$ cat src/rtl/fetch_prefetch.sv
// rtl/fetch_prefetch.sv - pipelined WISHBONE instruction prefetcher with FWFT buffer to DECODE
// Optional: define FETCH_PREFETCH_BYPASS_EN for a zero-latency ack-to-DECODE path when the buffer is empty.
module fetch_prefetch #(
    parameter int G_ADDR_SIZE = 16,
    parameter int G_DATA_SIZE = 16,
    parameter int G_DEPTH     = 4
) (
    input  logic                   clk_i,
    input  logic                   rst_ni,
    output logic                   wb_cyc_o,
    output logic                   wb_stb_o,
    input  logic                   wb_stall_i,
    output logic [G_ADDR_SIZE-1:0] wb_addr_o,
    input  logic                   wb_ack_i,
    input  logic [G_DATA_SIZE-1:0] wb_data_i,
    output logic                   dc_valid_o,
    input  logic                   dc_ready_i,
    output logic [G_ADDR_SIZE-1:0] dc_addr_o,
    output logic [G_DATA_SIZE-1:0] dc_data_o,
    input  logic                   dc_valid_i,
    input  logic [G_ADDR_SIZE-1:0] dc_addr_i
);
    localparam int PW = $clog2(G_DEPTH);
    localparam int CW = PW + 1;
    localparam logic [CW:0] L_DEPTH = (CW + 1)'(G_DEPTH);

    typedef enum logic {
        S_IDLE,
        S_RUN
    } state_t;

    state_t                 state;
    logic [G_ADDR_SIZE-1:0] req_pc;
    logic [G_ADDR_SIZE-1:0] rsp_pc;
    logic [CW-1:0]          in_flight;
    logic [CW-1:0]          fifo_cnt;
    logic [PW-1:0]          wr_ptr;
    logic [PW-1:0]          rd_ptr;
    logic [G_ADDR_SIZE-1:0] fifo_addr [G_DEPTH];
    logic [G_DATA_SIZE-1:0] fifo_data [G_DEPTH];

    logic          flush;
    logic          accept;
    logic          ack_ok;
    logic          fifo_empty;
    logic          pop;
    logic          push;
    logic          bypass;
    logic          byp_take;
    logic          issue;
    logic          stb_nxt;
    logic [CW-1:0] in_flight_nxt;
    logic [CW-1:0] fifo_nxt;
    logic [CW:0]   reserved_nxt;

    always_comb begin
        flush      = dc_valid_i;
        accept     = wb_stb_o && !wb_stall_i;
        // Acks outside a live cycle, with nothing outstanding, or during a flush are dropped.
        ack_ok     = wb_cyc_o && wb_ack_i && (in_flight != '0) && !flush;
        fifo_empty = (fifo_cnt == '0);
        pop        = !fifo_empty && dc_ready_i;
`ifdef FETCH_PREFETCH_BYPASS_EN
        bypass     = fifo_empty && ack_ok;
        byp_take   = bypass && dc_ready_i;
`else
        bypass     = 1'b0;
        byp_take   = 1'b0;
`endif
        push          = ack_ok && !byp_take;
        in_flight_nxt = in_flight + CW'(accept) - CW'(ack_ok);
        fifo_nxt      = fifo_cnt + CW'(push) - CW'(pop);
        reserved_nxt  = {1'b0, in_flight_nxt} + {1'b0, fifo_nxt};
        // One slot is taken by the new strobe itself, so issue only below the limit.
        issue   = (state == S_RUN) && !flush && (!wb_stb_o || !wb_stall_i)
                  && (reserved_nxt < L_DEPTH);
        stb_nxt = issue || (wb_stb_o && wb_stall_i);
    end

    always_comb begin
        dc_valid_o = !fifo_empty || bypass;
        dc_addr_o  = '0;
        dc_data_o  = '0;
        if (!fifo_empty) begin
            dc_addr_o = fifo_addr[rd_ptr];
            dc_data_o = fifo_data[rd_ptr];
        end else if (bypass) begin
            dc_addr_o = rsp_pc;
            dc_data_o = wb_data_i;
        end
    end

    always_ff @(posedge clk_i or negedge rst_ni) begin
        if (!rst_ni) begin
            state     <= S_IDLE;
            req_pc    <= '0;
            rsp_pc    <= '0;
            in_flight <= '0;
            fifo_cnt  <= '0;
            wr_ptr    <= '0;
            rd_ptr    <= '0;
            wb_stb_o  <= 1'b0;
            wb_cyc_o  <= 1'b0;
            wb_addr_o <= '0;
        end else if (flush) begin
            // Dropping cyc for one cycle aborts whatever the slave still owes us.
            state     <= S_RUN;
            req_pc    <= dc_addr_i;
            rsp_pc    <= dc_addr_i;
            in_flight <= '0;
            fifo_cnt  <= '0;
            wr_ptr    <= '0;
            rd_ptr    <= '0;
            wb_stb_o  <= 1'b0;
            wb_cyc_o  <= 1'b0;
        end else begin
            in_flight <= in_flight_nxt;
            fifo_cnt  <= fifo_nxt;
            if (push) begin
                wr_ptr <= wr_ptr + PW'(1);
            end
            if (pop) begin
                rd_ptr <= rd_ptr + PW'(1);
            end
            if (ack_ok) begin
                rsp_pc <= rsp_pc + G_ADDR_SIZE'(1);
            end
            if (issue) begin
                wb_addr_o <= req_pc;
                req_pc    <= req_pc + G_ADDR_SIZE'(1);
            end
            wb_stb_o <= stb_nxt;
            wb_cyc_o <= stb_nxt || (in_flight_nxt != '0);
        end
    end

    always_ff @(posedge clk_i) begin
        if (push) begin
            fifo_addr[wr_ptr] <= rsp_pc;
            fifo_data[wr_ptr] <= wb_data_i;
        end
    end

endmodule
$ cat config.mk
export PLATFORM = sky130hd
export DESIGN_NAME = fetch_prefetch
export DESIGN_NICKNAME = d
export VERILOG_FILES = /design/src/rtl/fetch_prefetch.sv
export SDC_FILE = /design/constraint.sdc
export NUM_CORES = 1
export LEC_CHECK = 0
export CAP_MARGIN = 20
export CORE_MARGIN = 4
export CORE_UTILIZATION = 50
export DETAILED_ROUTE_END_ITERATION = 12
export PLACE_DENSITY_LB_ADDON = 0.25
export SKIP_CTS_REPAIR_TIMING = 1
export SLEW_MARGIN = 25
export SYNTH_ARGS = -nofsm -noshare
export SYNTH_HDL_FRONTEND = slang
export SYNTH_SLANG_ARGS = --single-unit
$ cat constraint.sdc
create_clock -name clk_i -period 6.4 [get_ports clk_i]
set_input_delay 1.28 -clock clk_i [delete_from_list [all_inputs] [get_ports clk_i]]
set_output_delay 1.28 -clock clk_i [all_outputs]
set_load 0.05 [all_outputs]
# After elaboration in Yosys (flattened, before gate mapping)
# Memories as Yosys holds them, arrays and structs flattened.
# Cells that the tools add are included.
[classes]
addsub = 9
n_div = 0
order_cmp = 1
n_eq_ne = 0
mux = 16
multipliers = 0
reduce_logical = 23
bitwise = 1
shift = 0
[op_table]
columns = ["cell", "count"]
rows = [
  ["two-way mux 16 bit", 6],
  ["adder 16 x 1 -> 16 bit (second input constant)", 2],
  ["logical AND 1 bit", 9],
  ["two-way mux 2 bit", 4],
  ["adder 3 x 1 -> 3 bit", 2],
  ["two-way mux 3 bit", 2],
  ["nonzero test 2 bit", 3],
  ["nonzero test 3 bit", 2],
  ["subtractor 3 x 1 -> 3 bit", 2],
  ["adder 2 x 1 -> 2 bit (second input constant)", 2],
  ["adder 3 x 3 -> 4 bit", 1],
  ["logical NOT 1 bit", 4],
  ["< comparator 4 x 3 -> 1 bit (second input constant)", 1],
  ["two-way mux 1 bit", 4],
  ["logical NOT 3 bit", 1],
  ["logical OR 1 bit", 3],
  ["AND reduction 2 bit", 1],
  ["inverter 1 bit", 1],
]
[totals]
ramBits = 128
output_inout_bits = 51
inputBits = 38
latchBits = 0
wordCells = 62
rom_bits = 0
ff_bits = 61
memories = 2
[memory_table]
columns = ["memory", "words", "width", "rd", "rd_ports_with_merged_regs", "write_ports", "line", "source"]
rows = [
  ["fifo_addr", 4, 16, 1, 0, 1, "39", "logic [G_ADDR_SIZE-1:0] fifo_addr [G_DEPTH];"],
  ["fifo_data", 4, 16, 1, 0, 1, "40", "logic [G_DATA_SIZE-1:0] fifo_data [G_DEPTH];"],
]

# Depth between registers and ports, before layout
# Gate-level depths: netlist (run 1).
[logic_depth]
word_depth = 11
depth_mapped = 17
mapped_depth_nobuf = 15

# Worst setup path before layout (run 1)
# Ideal clock, no wire load.
[synth_timing]
path_kind = "input to register"
start = "input port dc_valid_i"
end = "register wb_addr_o[10]"
cell_stages = 17
setup_slack_ns = 1.521
required_time_ns = 6.275
arrival_ns = 4.754
setup_ns = 0.125
path_buffers = 3
cell_sequence = "clkbuf_1 > clkbuf_1 > nor2_1 > ha_1 > inv_1 > ha_1 > inv_1 > fa_1 > xor2_1 > xnor2_1 > inv_1 > ha_1 > nor4b_4 > nand3_4 > nor2_4 > buf_4 > mux2_2"
[synth_via]
elab_chain_cells = 8
elab_cells_between_ends = 12
cone_classes = "4 x add/sub; 1 x order compare; 1 x bitwise; 6 x reduce/logical"
[synth_lines]
columns = ["element", "line", "source"]
rows = [
  ["start: declaration", "20", "input logic dc_valid_i,"],
  ["logical NOT 1 bit", "60, 75", ""],
  ["logical AND 1 bit", "60", "ack_ok = wb_cyc_o && wb_ack_i && (in_flight != '0) && !flush;"],
  ["adder 3 x 1 -> 3 bit", "72", "fifo_nxt = fifo_cnt + CW'(push) - CW'(pop);"],
  ["subtractor 3 x 1 -> 3 bit", "72", ""],
  ["adder 3 x 3 -> 4 bit", "73", "reserved_nxt = {1'b0, in_flight_nxt} + {1'b0, fifo_nxt};"],
  ["< comparator 4 x 3 -> 1 bit", "76", "&& (reserved_nxt < L_DEPTH);"],
  ["logical AND 1 bit", "76", ""],
  ["AND reduction 2 bit (no line) (*)", "-", ""],
  ["end signal: assignment", "129", "wb_addr_o <= req_pc;"],
  ["end: declaration", "13", "output logic [G_ADDR_SIZE-1:0] wb_addr_o,"],
]
# Every way passes the cells marked *; elsewhere a longest branch is shown, timed or not.
# A chain may end at the register's enable or synchronous reset.

# Final worst setup path (run 1)
[layout_timing]
start = "input port wb_ack_i"
end = "register wb_addr_o[15]"
[layout_via]
elab_chain_cells = 9
elab_cells_between_ends = 10
cone_classes = "4 x add/sub; 1 x order compare; 5 x reduce/logical"
[layout_lines]
columns = ["element", "line", "source"]
rows = [
  ["start: declaration", "14", "input logic wb_ack_i,"],
  ["logical AND 1 bit (*) (3 in a row)", "60", ""],
  ["adder 3 x 1 -> 3 bit", "72", ""],
  ["subtractor 3 x 1 -> 3 bit", "72", ""],
  ["adder 3 x 3 -> 4 bit (*)", "73", ""],
  ["< comparator 4 x 3 -> 1 bit (*)", "76", ""],
  ["logical AND 1 bit (*)", "76", ""],
  ["AND reduction 2 bit (no line) (*)", "-", ""],
]
# Marks and branches as above.

==> results of run 1 <==
-- cell families after synthesis --
kind of cell	synth area share
and+or+nand+nor	0.111
adders and majority gates	0.0236
DFF	0.665
muxes	0.118
buffers and inverters	0.0205
AOI/OAI and AO/OA	0.0425
xor gates and xnor gates	0.0184
-- area by class of cell --
cell class / instances / share of cell area
flip-flops and latches: 189 / 0.556
clock inverters: 10 / 0.00725
repair buffers: 94 / 0.0953
multi-input cells: 281 / 0.263
well taps: 216 / 0.0280
inverters: 16 / 0.00621
clock buffers: 19 / 0.0448
-- sequential cells by signal, summed over array words and instances (netlist names) --
name	cells
wb_cyc_o	1
wb_addr_o	16
wr_ptr	2
in_flight	3
wb_stb_o	1
rsp_pc	16
fifo_addr	64
state	1
rd_ptr	2
req_pc	16
fifo_data	64
fifo_cnt	3
-- cell usage after synthesis (2+ instances only) --
master | n | share of area
edfxtp_1 | 128 | 0.48
dfrtp_1 | 61 | 0.19
and2_1 | 36 | 0.028
mux4_2 | 32 | 0.089
nor2_1 | 23 | 0.011
mux2_2 | 20 | 0.028
nand2_1 | 20 | 0.0093
clkbuf_1 | 18 | 0.0084
inv_1 | 15 | 0.0070
xnor2_1 | 13 | 0.014
ha_1 | 12 | 0.019
a31oi_1 | 10 | 0.0078
nand4_1 | 10 | 0.0078
o31a_1 | 10 | 0.011
and3_1 | 9 | 0.0070
nand3_1 | 9 | 0.0056
nor3_1 | 9 | 0.0056
nor4_1 | 9 | 0.0070
a21oi_1 | 8 | 0.0050
o31ai_1 | 7 | 0.0065
or4_1 | 7 | 0.0065
buf_2 | 6 | 0.0037
and4_1 | 4 | 0.0043
nand2b_1 | 4 | 0.0031
xor2_1 | 4 | 0.0043
a21boi_0 | 3 | 0.0028
fa_1 | 2 | 0.0050
nor2b_1 | 2 | 0.0016
-- worst paths after layout --
| path | slack, ps | cells past startpoint | to |
|---|---|---|---|
| worst max-delay path | 1280 | 16 | wb_addr_o[15] |
| max in group asynchronous | 4810 | 2 | rd_ptr[0] |
| worst max register to register | 1850 | 15 | wb_addr_o[15] |
| min in group asynchronous | 1010 | 2 | wb_addr_o[9] |
| worst min register to register | 480 | 1 | state |
| worst min-delay path | 480 | 1 | state |
-- stage by stage --
| stage | power (mW) | utilization | std cells |
|---|---|---|---|
| floorplan | 3.00 | - | 511 |
| global placement | 3.49 | 0.579 | 796 |
| detailed placement | 3.53 | 0.579 | 796 |
| CTS | 4.46 | 0.611 | 825 |
| global route | 4.65 | 0.611 | 825 |
| finish | 4.41 | 0.611 | 825 |
-- routing by layer --
layer	wire (um)	up-vias	global-route usage
met5	0	-	0
met1	6760	2368	0.244
met4	180	0	0.0638
li1	-	2128	-
met2	7720	142	0.298
met3	810	14	0.0376
-- power breakdown --
group          internal [mW]  total (mW)  switching, mW  leakage [nW]
clock network          0.491       0.928          0.438         0.242
registers               1.45        1.59          0.141          1.86
logic                  0.751        1.89           1.14          1.25
total                   2.69        4.41           1.72          3.35
==> impl_metrics.py, run 1 <==
metrics = {
    "outcome": {
        "outcome": "complete, no violations",
    },
    "routing": {
        "route.vias.total": 4652,
        "wl_mm": 15.5,
        "wire_per_inst_um": 18.8,
        "ant_nets": 0,
        "first_pass_iters": 4,
        "drt_iter0_drc": 276,
        "drc_errors": 0,
        "vias_per_cell": 5.64,
    },
    "layout": {
        "seq_area_sq_um": 5370,
        "final_cell_mix": "edfxtp_1, clkdlybuf4s50_1, dfrtp_1",
        "multi_input_area_sq_um": 2540,
        "area_growth_pct": 19.8,
        "layout.nets": 651,
        "final_cell_area_sq_um": 9660,
        "nFillCells": 1181,
        "drive_above_1_share": 0.159,
        "diodes": 0,
        "final_common_cell": "edfxtp_1",
    },
    "worst_setup_path": {
        "cp.required_ps": 6700,
        "worst-setup-path-type": "in2reg",
        "cp_max_fo": 28,
        "crit_slowest_cell": "clkdlybuf4s50_1",
        "critPathMaxStageDelay_ps": 520,
        "startpoint": "wb_ack_i",
        "end_kind": "flip-flop",
        "crit_path_start_kind": "input port",
        "path_delay_family": "simple AND/OR/NAND/NOR gates",
        "crit_buf_inv": 4,
        "worstPathArrival_ps": 5420,
        "reg2reg_from": "in_flight[1]",
        "cp_cell_sequence": "clkdlybuf4s50_1 -> o311ai_4 -> nor2_1 -> ha_1 -> inv_1 -> ha_1 -> inv_1 -> fa_1 -> xor2_1 -> xnor2_1 -> inv_1 -> ha_1 -> nor4b_4 -> nand3_4 -> nor2_4 -> mux2_2",
    },
    "cts": {
        "cts_num_sinks": 189,
        "clk_latency_ps": 420,
        "cts_tree": "yes",
        "cts_made_buffers": 17,
        "ctsHtreeMaxLevel": 4,
        "path_clk_slew_ps": 60,
        "clockBufferDepth": 2,
        "cts-root-buf": "clkbuf_16",
    },
    "timing": {
        "setup_viol_count_final": 0,
        "min_period_ps": 5120,
        "fin_skew_ps": 10.4,
        "maxSlewViolCount": 0,
        "hold_slack_ps": 482,
        "rsz0062_at_grt": "no",
        "tightest_slew_ps": 862,
        "fin_ws_ps": 1280,
        "fmax_mhz": 195,
        "relSlewSlack": 0.425,
        "finalHoldViolations": 0,
        "fin_crit_sh": 0.801,
        "fin_setup_tns_ps": 0,
    },
    "logic_synthesis": {
        "syn_inst": 511,
        "ys.flop_type": "edfxtp_1",
        "yosysWarnings": 0,
        "syn_area_sq_um": 8070,
        "postSynthAreaPerCell_sq_um": 15.8,
        "synth_cell_types": 48,
        "syn_nets": 563,
        "ys_ff_latch": 189,
        "async_flop_share": 0.323,
        "synth_sequential_area_ratio": 0.665,
        "synth-edff-count": 128,
    },
    "global_route": {
        "grt-ovfl-total": 0,
        "track_usage": 0.181,
        "grt_pass1_vias": 4910,
        "antenna_found_initial": 0,
        "grt_start_max_net_pins": 62,
        "grt_pass1_wl_mm": 25.6,
    },
    "place": {
        "io_buffer_count": 88,
        "placed_cell_area_sq_um": 9160,
        "gp_congestion": 0.818,
        "dpl_worst_slack_ps": 801,
        "dpl.hpwl_mm": 9.83,
    },
    "floorplan": {
        "die_h_um": 135,
        "core_area_sq_um": 15800,
        "rows": 46,
        "io_pins": 89,
        "die_area_sq_um": 18200,
        "initial_utilization": 0.510,
        "die_w_um": 135,
    },
    "power_and_ir_drop": {
        "peakVddDrop_v": 0.000337,
        "p_leak_nw": 3.35,
        "powerDensity_nw_per_um2": 457,
    },
    "min_path": {
        "min_path_type": "reg2reg",
        "hp-start": "state",
    },
    "job": {
        "max_cap_viol_count": 0,
    },
}
Note: power is estimated with default switching activity, not from simulation.
==> run 2, diff against run 1 <==
==> constraint.sdc (replaced) <==
create_clock -name clk_i -period 5.21 [get_ports clk_i]
set_input_delay 1.042 -clock clk_i [delete_from_list [all_inputs] [get_ports clk_i]]
set_output_delay 1.042 -clock clk_i [all_outputs]
set_load 0.05 [all_outputs]
==> impl_metrics.py, run 2 (synthesis gave the netlist of run 1 again) <==
metrics = {
    "worst_setup_path": {
        "critPathMaxStageDelay_ps": 520,
        "crit_slowest_cell": "clkdlybuf4s50_1",
        "worstPathArrival_ps": 5010,
        "path_delay_family": "simple AND/OR/NAND/NOR gates",
        "cp_cell_sequence": "clkdlybuf4s50_1 -> o311ai_4 -> nor2_1 -> ha_1 -> inv_1 -> ha_1 -> inv_1 -> fa_1 -> xor2_1 -> xnor2_1 -> inv_1 -> ha_1 -> nor4b_4 -> nand3_4 -> nor2_4 -> mux2_2",
        "cp.required_ps": 5510,
        "cp_max_fo": 21,
        "end_kind": "flip-flop",
        "worst-setup-path-type": "in2reg",
        "crit_buf_inv": 4,
        "crit_path_start_kind": "input port",
    },
    "floorplan": {
        "die_h_um": 135,
        "io_pins": 89,
        "die_w_um": 135,
        "initial_utilization": 0.510,
        "rows": 46,
        "die_area_sq_um": 18200,
        "core_area_sq_um": 15800,
    },
    "layout": {
        "layout.nets": 654,
        "final_cell_mix": "edfxtp_1, clkdlybuf4s50_1, dfrtp_1",
        "area_growth_pct": 20.0,
        "nFillCells": 1158,
        "largestRegisters": "fifo_addr x64, fifo_data x64",
        "drive_above_1_share": 0.162,
        "final_cell_area_sq_um": 9690,
        "diodes": 0,
        "final_common_cell": "edfxtp_1",
    },
    "place": {
        "io_buffer_count": 88,
        "dpl.hpwl_mm": 9.66,
        "gp_congestion": 0.818,
        "placed_cell_area_sq_um": 9180,
    },
    "routing": {
        "wl_mm": 15.2,
        "drc_errors": 0,
        "route.vias.total": 4633,
        "vias_per_cell": 5.59,
        "dr_wl_met3_um": 741,
        "wl_met1_mm": 6.64,
        "drt_iter0_drc": 302,
        "first_pass_iters": 5,
        "wire_per_inst_um": 18.4,
        "ant_nets": 0,
        "top_layer": "met4",
        "dr_wl_met2_mm": 7.61,
    },
    "cts": {
        "cts-root-buf": "clkbuf_16",
        "cts_num_sinks": 189,
        "ctsHtreeMaxLevel": 4,
        "cts_tree": "yes",
        "path_clk_slew_ps": 60,
        "clk_latency_ps": 420,
        "cts_made_buffers": 17,
        "clockBufferDepth": 2,
    },
    "global_route": {
        "track_usage": 0.177,
        "grt_pass1_wl_mm": 24.9,
        "grt_pass1_vias": 4805,
        "grt-ovfl-total": 0,
        "grt_start_max_net_pins": 62,
        "antenna_found_initial": 0,
    },
    "power_and_ir_drop": {
        "powerDensity_nw_per_um2": 561,
        "peakVddDrop_v": 0.000427,
        "p_leak_nw": 3.37,
    },
    "job": {
        "max_cap_viol_count": 0,
    },
    "min_path": {
        "min_path_type": "reg2reg",
    },
    "timing": {
        "rsz0062_at_grt": "no",
        "tightest_slew_ps": 872,
        "fmax_mhz": 212,
        "relSlewSlack": 0.419,
        "fin_crit_sh": 0.904,
        "fin_skew_ps": 7.37,
        "setup_viol_count_final": 0,
        "finalHoldViolations": 0,
        "fin_setup_tns_ps": 0,
        "min_period_ps": 4710,
        "maxSlewViolCount": 0,
    },
    "outcome": {
        "outcome": "complete, no violations",
    },
}
run 2: stage by stage:
step	setup WS (ps)	hold WS, ps	util	power (mW)	std cells
2_1_floorplan	569	438	-	3.69	511
3_3_place_gp	173	457	0.580	4.31	799
3_5_place_dp	43.6	460	0.580	4.35	799
4_1_cts	476	477	0.612	5.49	829
5_1_grt	241	503	0.612	5.72	829
6_report	498	481	0.612	5.43	829
run 2: power by group:
group	leakage, nW	internal [mW]	switching (mW)	total (mW)
clock network	0.244	0.602	0.520	1.12
registers	1.86	1.78	0.161	1.94
logic	1.27	0.943	1.42	2.37
run 2: layout make-up:
cell class | instances | area [sq um] | area share
Sequential cell | 189 | 5370 | 0.554
Multi-Input combinational cell | 281 | 2540 | 0.262
Timing Repair Buffer | 97 | 943 | 0.0974
Clock buffer | 19 | 433 | 0.0447
Tap cell | 216 | 270 | 0.0279
Clock inverter | 11 | 71.3 | 0.00736
Inverter | 16 | 60.1 | 0.00620
run 2: path summary, 6_finish.rpt:
path	from	to	slack, ps	cells past startpoint
min reg2reg	state	state	480	1
max reg2reg	fifo_cnt[1]	wb_addr_o[3]	840	15
min in group asynchronous	rst_ni	wb_addr_o[9]	780	2
max	wb_ack_i	wb_addr_o[3]	500	16
min	state	state	480	1
max in group asynchronous	rst_ni	rd_ptr[0]	3890	2
run 2: metal layers:
metal	track usage	up-vias
li1	-	2148
met4	0.0610	0
met1	0.233	2328
met5	0	-
met2	0.292	133
met3	0.0410	24
==> run 3, diff against run 2 <==
--- a/config.mk
+++ b/config.mk
@@ -8,6 +8,7 @@
 export CAP_MARGIN = 20
 export CORE_MARGIN = 4
 export CORE_UTILIZATION = 50
+export CTS_CLUSTER_DIAMETER = 40
 export DETAILED_ROUTE_END_ITERATION = 12
 export PLACE_DENSITY_LB_ADDON = 0.25
 export SKIP_CTS_REPAIR_TIMING = 1
==> results of run 3 <==
The final DEF is identical to that of run 2; final timing and power are the same.
